`config.mk`:
```
export PLATFORM = sky130hd
export DESIGN_NAME = store_x_unit
export DESIGN_NICKNAME = d
export VERILOG_FILES = /design/src/rtl/store_x_unit.sv
export SDC_FILE = /design/constraint.sdc
export NUM_CORES = 1
export LEC_CHECK = 0
export CAP_MARGIN = 20
export CORE_MARGIN = 4
export CORE_UTILIZATION = 39
export DETAILED_ROUTE_END_ITERATION = 6
export PLACE_DENSITY = 0.85
export RECOVER_POWER = 100
export REMOVE_ABC_BUFFERS = 1
export SYNTH_ARGS = -nofsm -noshare
export SYNTH_HDL_FRONTEND = slang
export SYNTH_SLANG_ARGS = --single-unit
```
`constraint.sdc`:
```
create_clock -name clk -period 5.04 [get_ports clk]
set_input_delay 1.26 -clock clk [delete_from_list [all_inputs] [get_ports clk]]
set_output_delay 1.26 -clock clk [all_outputs]
set_load 0.01 [all_outputs]
```
`src/rtl/store_x_unit.sv`:
```
// STORE X executor: MAR <- X, MBR <- AC, M[MAR] <- MBR, with an optional read-back verify.
// Drives a sync-write / 1-cycle sync-read memory port under a start/done handshake.
module store_x_unit #(
    parameter int unsigned ADDR_W    = 16,
    parameter int unsigned DATA_W    = 16,
    parameter int unsigned MEM_DEPTH = 16384,
    parameter bit          VERIFY    = 1'b1
) (
    input  logic              clk,
    input  logic              reset,
    input  logic              start,
    input  logic [ADDR_W-1:0] x_addr,
    input  logic [DATA_W-1:0] ac_in,
    input  logic [DATA_W-1:0] mem_rdata,
    output logic [ADDR_W-1:0] mem_addr,
    output logic [DATA_W-1:0] mem_wdata,
    output logic              mem_we,
    output logic [ADDR_W-1:0] mar_out,
    output logic [DATA_W-1:0] mbr_out,
    output logic              busy,
    output logic              done,
    output logic              err
);

    localparam logic [2:0] IDLE     = 3'd0;
    localparam logic [2:0] LOAD_MBR = 3'd1;
    localparam logic [2:0] WRITE    = 3'd2;
    localparam logic [2:0] READBACK = 3'd3;
    localparam logic [2:0] CHECK    = 3'd4;
    localparam logic [2:0] DONE     = 3'd5;

    // One extra bit so MEM_DEPTH == 2**ADDR_W is still representable.
    localparam logic [ADDR_W:0] DEPTH_EXT = (ADDR_W + 1)'(MEM_DEPTH);

    logic [2:0]        state_q, state_d;
    logic [ADDR_W-1:0] mar_q, mar_d;
    logic [DATA_W-1:0] mbr_q, mbr_d;
    logic              err_q, err_d;
    logic              addr_ok;

    assign addr_ok = ({1'b0, x_addr} < DEPTH_EXT);

    always_comb begin
        state_d = state_q;
        mar_d   = mar_q;
        mbr_d   = mbr_q;
        err_d   = err_q;
        case (state_q)
            IDLE: begin
                if (start) begin
                    if (addr_ok) begin
                        mar_d   = x_addr;
                        err_d   = 1'b0;
                        state_d = LOAD_MBR;
                    end else begin
                        err_d   = 1'b1;
                        state_d = DONE;
                    end
                end
            end
            LOAD_MBR: begin
                mbr_d   = ac_in;
                state_d = WRITE;
            end
            WRITE:    state_d = VERIFY ? READBACK : DONE;
            READBACK: state_d = CHECK;
            CHECK: begin
                err_d   = (mem_rdata != mbr_q);
                state_d = DONE;
            end
            DONE:     state_d = IDLE;
            default:  state_d = IDLE;
        endcase
    end

    always_ff @(posedge clk or posedge reset) begin
        if (reset) begin
            state_q <= IDLE;
            mar_q   <= '0;
            mbr_q   <= '0;
            err_q   <= 1'b0;
        end else begin
            state_q <= state_d;
            mar_q   <= mar_d;
            mbr_q   <= mbr_d;
            err_q   <= err_d;
        end
    end

    // Moore decodes: reset clears state_q asynchronously, so mem_we drops at once.
    assign mem_we    = (state_q == WRITE);
    assign busy      = (state_q != IDLE);
    assign done      = (state_q == DONE);
    assign err       = err_q;
    assign mar_out   = mar_q;
    assign mbr_out   = mbr_q;
    assign mem_addr  = mar_q;
    assign mem_wdata = mbr_q;

endmodule

```
After elaboration in Yosys (flattened, before gate mapping):

Cells that the tools add are included.

* flip-flop bits (word level): 36
* output and inout bits: 68

* order comparisons: 1
* equal/unequal tests: 7
* mux-type cells: 6
* reduce and logical (&&, ||, !) cells: 5

Operators with widths (count)
* 16-bit by 15-bit less-than comparator with 1-bit output (second input constant): 1
* 16-bit != test: 1
* 3-bit one-hot mux with 5 select lines: 1
* 3-bit by 2-bit equality test with 1-bit output (second input constant): 2
* 3-bit equality test (second input constant): 2
* 3-bit two-way mux: 2
* 3-bit by 1-bit equality test with 1-bit output (second input constant): 1
* 3-bit logical NOT: 1
* 3-bit AND reduction: 1
* 3-bit nonzero test: 1
* 1-bit two-way mux: 2
* 2-bit != test (second input constant): 1
* 1-bit one-hot mux with 2 select lines: 1
* 2-bit AND reduction: 1
* 2-bit nonzero test: 1

Longest topological paths before layout:

Gate-level depths: netlist (run 1).

* word-level depth: 4
* gate-level depth with buffers: 7

Worst setup path before layout (run 1):

No wires, ideal clock.

* kind: input port to flip-flop
* from: input x_addr[15]
* to: register mar_q[0] (netlist: mar_out[0])
* setup time: 125 ps
* data arrival time: 2341 ps
* path slack: 2574 ps
* stages on the path: 4
* path buffers: 2
* cells stage by stage: or4b_4 > buf_6 > buf_12 > mux2_4

* cells in the longest elaborated chain, start to end: 2

Ends and longest elaborated chain
* from (decl): RTL line 12 `input logic [ADDR_W-1:0] x_addr,`
* 16-bit by 15-bit less-than comparator with 1-bit output: RTL line 41 `assign addr_ok = ({1'b0, x_addr} < DEPTH_EXT);`
* 3-bit AND reduction (no line)
* to (signal assigned): RTL line 84 `mar_q <= mar_d;`
* to (decl): RTL line 36 `logic [ADDR_W-1:0] mar_q, mar_d;`

No other way between the ends.
A chain may end at the register's enable or synchronous reset.

==> results of run 1 <==
## kinds of logic after synthesis
kind of cell           after synthesis  synth area share, %
buffers and inverters               38                 15.8
AND/OR/NAND/NOR                     19                 7.25
multiplexers                        30                 19.5
AO/OA/AOI/OAI                        4                 1.48
XOR/XNOR                            16                 7.52
flip-flops                          36                 48.4
## stage by stage
stage | std cells | area (um2) | power [mW] | setup slack (ps) | hold WS [ps]
after global routing | 285 | 2870 | 1.75 | 1390 | 552
after detailed placement | 278 | 2830 | 1.61 | 2170 | 509
after CTS | 285 | 2910 | 1.80 | 2120 | 535
final | 285 | 2870 | 1.64 | 1840 | 504
after global placement | 278 | 2830 | 1.58 | 2200 | 515
after floorplan | 106 | 1570 | 0.975 | 2670 | 493
## worst max-delay path, cell delays in order
cell and delay (ps):
dlygate4sd3_1 530, inv_1 50, clkbuf_1 1360
## cell usage in the layout (no fill, tap or decap), types with 2 or more instances in the layout
master and instances:
dfrtp_1 36, xnor2_1 13, clkdlybuf4s50_1 48, dlygate4sd3_1 70, nor3b_1 2, mux2_2 23
xor2_1 3, nor3_1 2, nand2_1 2, and2_2 2, nand4_1 3, clkbuf_1 3
clkbuf_8 5, mux2_1 7
## registers in the layout, indices dropped and copies added (netlist names)
| name | flops |
|---|---|
| err | 1 |
| state_q | 3 |
| mbr_out | 16 |
| mar_out | 16 |
## path summary, 6_finish.rpt
kind / to / slack [ps] / depth (start not counted)
setup / recovery: mbr_out[5] / 1840 / 3
hold / removal: mar_out[13] / 500 / 1
setup reg to reg: mar_out[12] / 2750 / 3
hold reg to reg: mar_out[13] / 500 / 1
max in group clk: busy / 2020 / 2
min in group asynchronous: mbr_out[6] / 2110 / 3
## final cells by class
type | count | area [um2]
clock buffers | 6 | 72.6
clock inverters | 1 | 5.00
fillers | 371 | 1610
inverters | 1 | 3.75
multi-input cells | 69 | 632
flip-flops and latches | 36 | 901
well taps | 52 | 65.1
repair buffers | 120 | 1190
## metal layers
metal  global-route usage [%]  routed length, um
met4                     6.05                 81
met5                        0                  0
met1                     17.5               1660
met3                     4.10                191
met2                     29.2               2620
## Yosys cell counts, types with 2 or more instances
cell type	instances
dfrtp_1	36
buf_4	32
mux2_2	23
xnor2_1	13
mux2_4	7
nand4_1	3
xor2_1	3
and2_2	2
buf_6	2
nand2_1	2
nor3_1	2
## power by group
part | switching [mW] | total [mW] | internal (mW)
combinational | 0.345 | 0.889 | 0.544
clock | 0.0902 | 0.184 | 0.0938
sequential | 0.139 | 0.567 | 0.428
total | 0.574 | 1.64 | 1.07
==> impl_metrics.yaml, run 1 <==
logic_synthesis:
  yosysTopAreaCell: "dfrtp_1"
  synth_seq_area_share_pct: 48.4
  yosysWarnings: 0
  synth_edf_count: 0
  avgSynthCellArea_um2: 13.0
  yosysUniqueCellTypes: 29
  ys_ff_latch: 36
  syn-cell-area_mm2: 0.00186
  synthTopCellsByArea: "dfrtp_1, mux2_2, buf_4, xnor2_1, mux2_4"
  async_reset_ff_share_pct: 100
  netlist.area_leader.share_pct: 48.4
  netlist_instances: 143
  ys.flop_type: "dfrtp_1"
global_route:
  grt_pass1_wl_um: 7470
  grt_pass1_vias: 1488
  grt_overflow_total: 0
  grt.total_usage_pct: 15.9
  grt_start_max_net_pins: 37
  antenna_found_initial: 0
floorplanning:
  rows: 24
  die_w_um: 77.1
  die_h_um: 77.1
  ios: 119
  dieArea_mm2: 0.00595
  placeableCoreArea_mm2: 0.00447
  start_util_pct: 41.6
timing:
  setup-tns-final_ps: 0
  relSlewSlack_pct: -26.9
  layout_min_cycle_time_ps: 3200
  fin_skew_ps: 8.93
  final_max_slew_viol_count: 37
  final-hold-violation-count: 0
  finalCritPeriodShare_pct: 63.4
  rsz0062_at_grt: "false"
  setup_viol: 0
  tightest_slew_ps: 1900
  max_freq_mhz: 313
route:
  ant_nets: 0
  drt_iter0_markers: 16
  routedWlPerCell_um: 16.0
  firstDrtPassIters: 4
  wirelength_um: 4550
  vias: 1348
  drc_errors: 0
  vias_per_cell: 4.73
power:
  power_density_mw_per_mm2: 572
  p_leak_nw: 1.21
  power.ir.vdd_worst_uv: 307
clocking:
  hold_buffers: 0
  clk_latency_ps: 280
  cts_tree: "yes"
  cts_buffers: 5
  htree_levels: 2
  cts.sinks: 36
  cts_buffer_depth: 2
  cts-resized-gates: 0
  clk_pin_slew_ps: 60
  cts_root_buffer: "clkbuf_8"
  postCtsSetupBuffers: 0
worst_setup_path:
  critical_path_required_ps: 5050
  worstSetupPathType: "input port to async pin"
  crit_path_end_kind: "async pin"
  crit_fanout: 36
  worstPathArrival_ps: 3210
  cp-start-kind: "input port"
  r2r-start: "state_q[2]"
  crit_path_start: "reset"
outcome:
  outcome: "finished, violations left"
  violations: "max-capacitance violations, max-slew violations"
worst_hold_path:
  worstHoldStart: "mar_out[13]"
  hold_path_class: "register to register"
placement:
  place_congestion: 0.725
  hpwl_um: 3680
  io_buffer_count: 118
run:
  cap_violations: 1
finish:
  drive_gt1_share_pct: 14.6
  post-route-util_pct: 64.1
  antennaDiodeCount: 0
  num-nets-final: 284
  area_growth_pct: 53.9
No activity file was read; power rests on OpenSTA's default activity.
==> inputs of run 2 (changes only) <==
--- a/config.mk
+++ b/config.mk
@@ -7,9 +7,9 @@
 export LEC_CHECK = 0
 export CAP_MARGIN = 20
 export CORE_MARGIN = 4
-export CORE_UTILIZATION = 39
+export CORE_UTILIZATION = 33
 export DETAILED_ROUTE_END_ITERATION = 6
-export PLACE_DENSITY = 0.85
+export PLACE_DENSITY = 0.77
 export RECOVER_POWER = 100
 export REMOVE_ABC_BUFFERS = 1
 export SYNTH_ARGS = -nofsm -noshare
==> constraint.sdc (replaced) <==
create_clock -name clk -period 2.8 [get_ports clk]
set_input_delay 0.7 -clock clk [delete_from_list [all_inputs] [get_ports clk]]
set_output_delay 0.7 -clock clk [all_outputs]
set_load 0.01 [all_outputs]
==> run 2 against run 1 <==
Against the previous run: clock power up 100%; setup slack worse by 1500 ps; sequential cell count unchanged; global-route usage down 3.1 points; first-iteration DRC count rose to 2.6 times the previous value; clock-buffer cell count grew 2; the flow now finishes without violations; core utilization down 11 points; final cell count is 7.4% higher; critical path depth shrank 1.
==> impl_metrics.yaml, run 2 (synthesis results as in run 1) <==
placement:
  place_congestion: 0.681
  io_buffer_count: 118
  hpwl_um: 3590
clocking:
  cts_buffers: 5
  hold_buffers: 0
  clk_latency_ps: 270
  clk_pin_slew_ps: 70
  cts_buffer_depth: 2
  cts-resized-gates: 0
  postCtsSetupBuffers: 0
  cts.sinks: 36
  htree_levels: 2
  cts_tree: "yes"
  cts_root_buffer: "clkbuf_8"
global_route:
  grt_pass1_wl_um: 7220
  grt_pass1_vias: 1446
  grt_start_max_net_pins: 37
  antenna_found_initial: 0
  grt.total_usage_pct: 12.8
  grt_overflow_total: 0
timing:
  relSlewSlack_pct: 36.8
  max_freq_mhz: 406
  setup_viol: 0
  tightest_slew_ps: 947
  fin_skew_ps: 4.26
  final-hold-violation-count: 0
  setup-tns-final_ps: 0
  layout_min_cycle_time_ps: 2470
  finalCritPeriodShare_pct: 88.1
  final_max_slew_viol_count: 0
  rsz0062_at_grt: "false"
route:
  wirelength_um: 4440
  ant_nets: 0
  drt_iter0_markers: 41
  vias_per_cell: 4.25
  vias: 1299
  firstDrtPassIters: 2
  routedWlPerCell_um: 14.5
  drc_errors: 0
power:
  p_leak_nw: 1.22
  power_density_mw_per_mm2: 1020
  power.ir.vdd_worst_uv: 499
  total_power_mw: 2.97
finish:
  area_growth_pct: 56.0
  drive_gt1_share_pct: 15.0
  mostFrequentLayoutCell: "dlygate4sd3_1"
  mostFrequentLayoutCells: "dlygate4sd3_1, clkdlybuf4s50_1, dfrtp_1"
  num-fill-cells: 502
  antennaDiodeCount: 0
  multi_input_area_um2: 632
  regArea_um2: 901
  num-nets-final: 284
floorplanning:
  dieArea_mm2: 0.00691
  start_util_pct: 33.8
  rows: 27
  ios: 119
  placeableCoreArea_mm2: 0.00551
  die_w_um: 83.1
  die_h_um: 83.1
worst_setup_path:
  worstSetupPathType: "register to output pin"
  crit_fanout: 9
  crit_path_end_kind: "output pin"
  worstPathArrival_ps: 1770
  r2r-end: "mar_out[13]"
  cp-start-kind: "register"
  r2r-start: "state_q[2]"
  critical_path_required_ps: 2100
  r2r_slack_ps: 490
  r2r_cells: 3
worst_hold_path:
  hold_path_class: "register to register"
  min_path_cells: 1
  worstHoldStart: "mar_out[11]"
  min_to: "mar_out[11]"
outcome:
  outcome: "complete, no violations"
run:
  cap_violations: 0
-- run 2: changes by cell type in the layout (fill, tap and decap cells not counted), sizes merged --
cell    change
clkinv      -1
clkbuf      +2
-- run 2: layer usage --
metal | global-route usage, % | share of wire (%)
met1 | 14.3 | 38
met2 | 24.3 | 57
met3 | 2.78 | 4.1
met4 | 3.57 | 0.77
met5 | 0 | 0
-- run 2: power by group --
| part | total (mW) | internal [mW] | switching [mW] | leakage [nW] |
|---|---|---|---|---|
| Clock | 0.369 | 0.201 | 0.169 | 0.0455 |
| Combinational | 1.59 | 0.980 | 0.611 | 0.741 |
| Sequential | 1.01 | 0.769 | 0.242 | 0.434 |
| Total | 2.97 | 1.95 | 1.02 | 1.22 |
-- run 2: worst max path at each step --
stage,start,end,slack (ps),cells past startpoint
floorplan,state_q[2],mar_out[0],840,3
global placement,x_addr[15],mar_out[9],510,3
detailed placement,x_addr[15],mar_out[13],490,3
CTS,state_q[2],busy,440,2
global route,state_q[2],busy,300,2
finish,state_q[2],busy,330,2
-- run 2: metrics by stage --
step	hold WS [ps]	setup WS (ps)	instance area [um2]	utilization, %	instances
6_report	507	334	2910	52.8	306
5_1_grt	543	300	2910	52.8	306
4_1_cts	535	440	2950	53.5	306
3_5_place_dp	518	487	2860	51.9	298
3_3_place_gp	518	514	2860	51.9	298
2_1_floorplan	493	844	1570	-	106
-- run 2: final cells by class --
type,count,share of cell area (%)
Timing Repair Buffer,120,40.9
Sequential cell,36,31.0
Clock buffer,8,3.10
Multi-Input combinational cell,69,21.7
Tap cell,72,3.10
Inverter,1,0.129
-- run 2: critical path, cell delays in order (launching register included) --
cell and delay, ps:
dfrtp_1 470, or3_4 410, dlygate4sd3_1 610
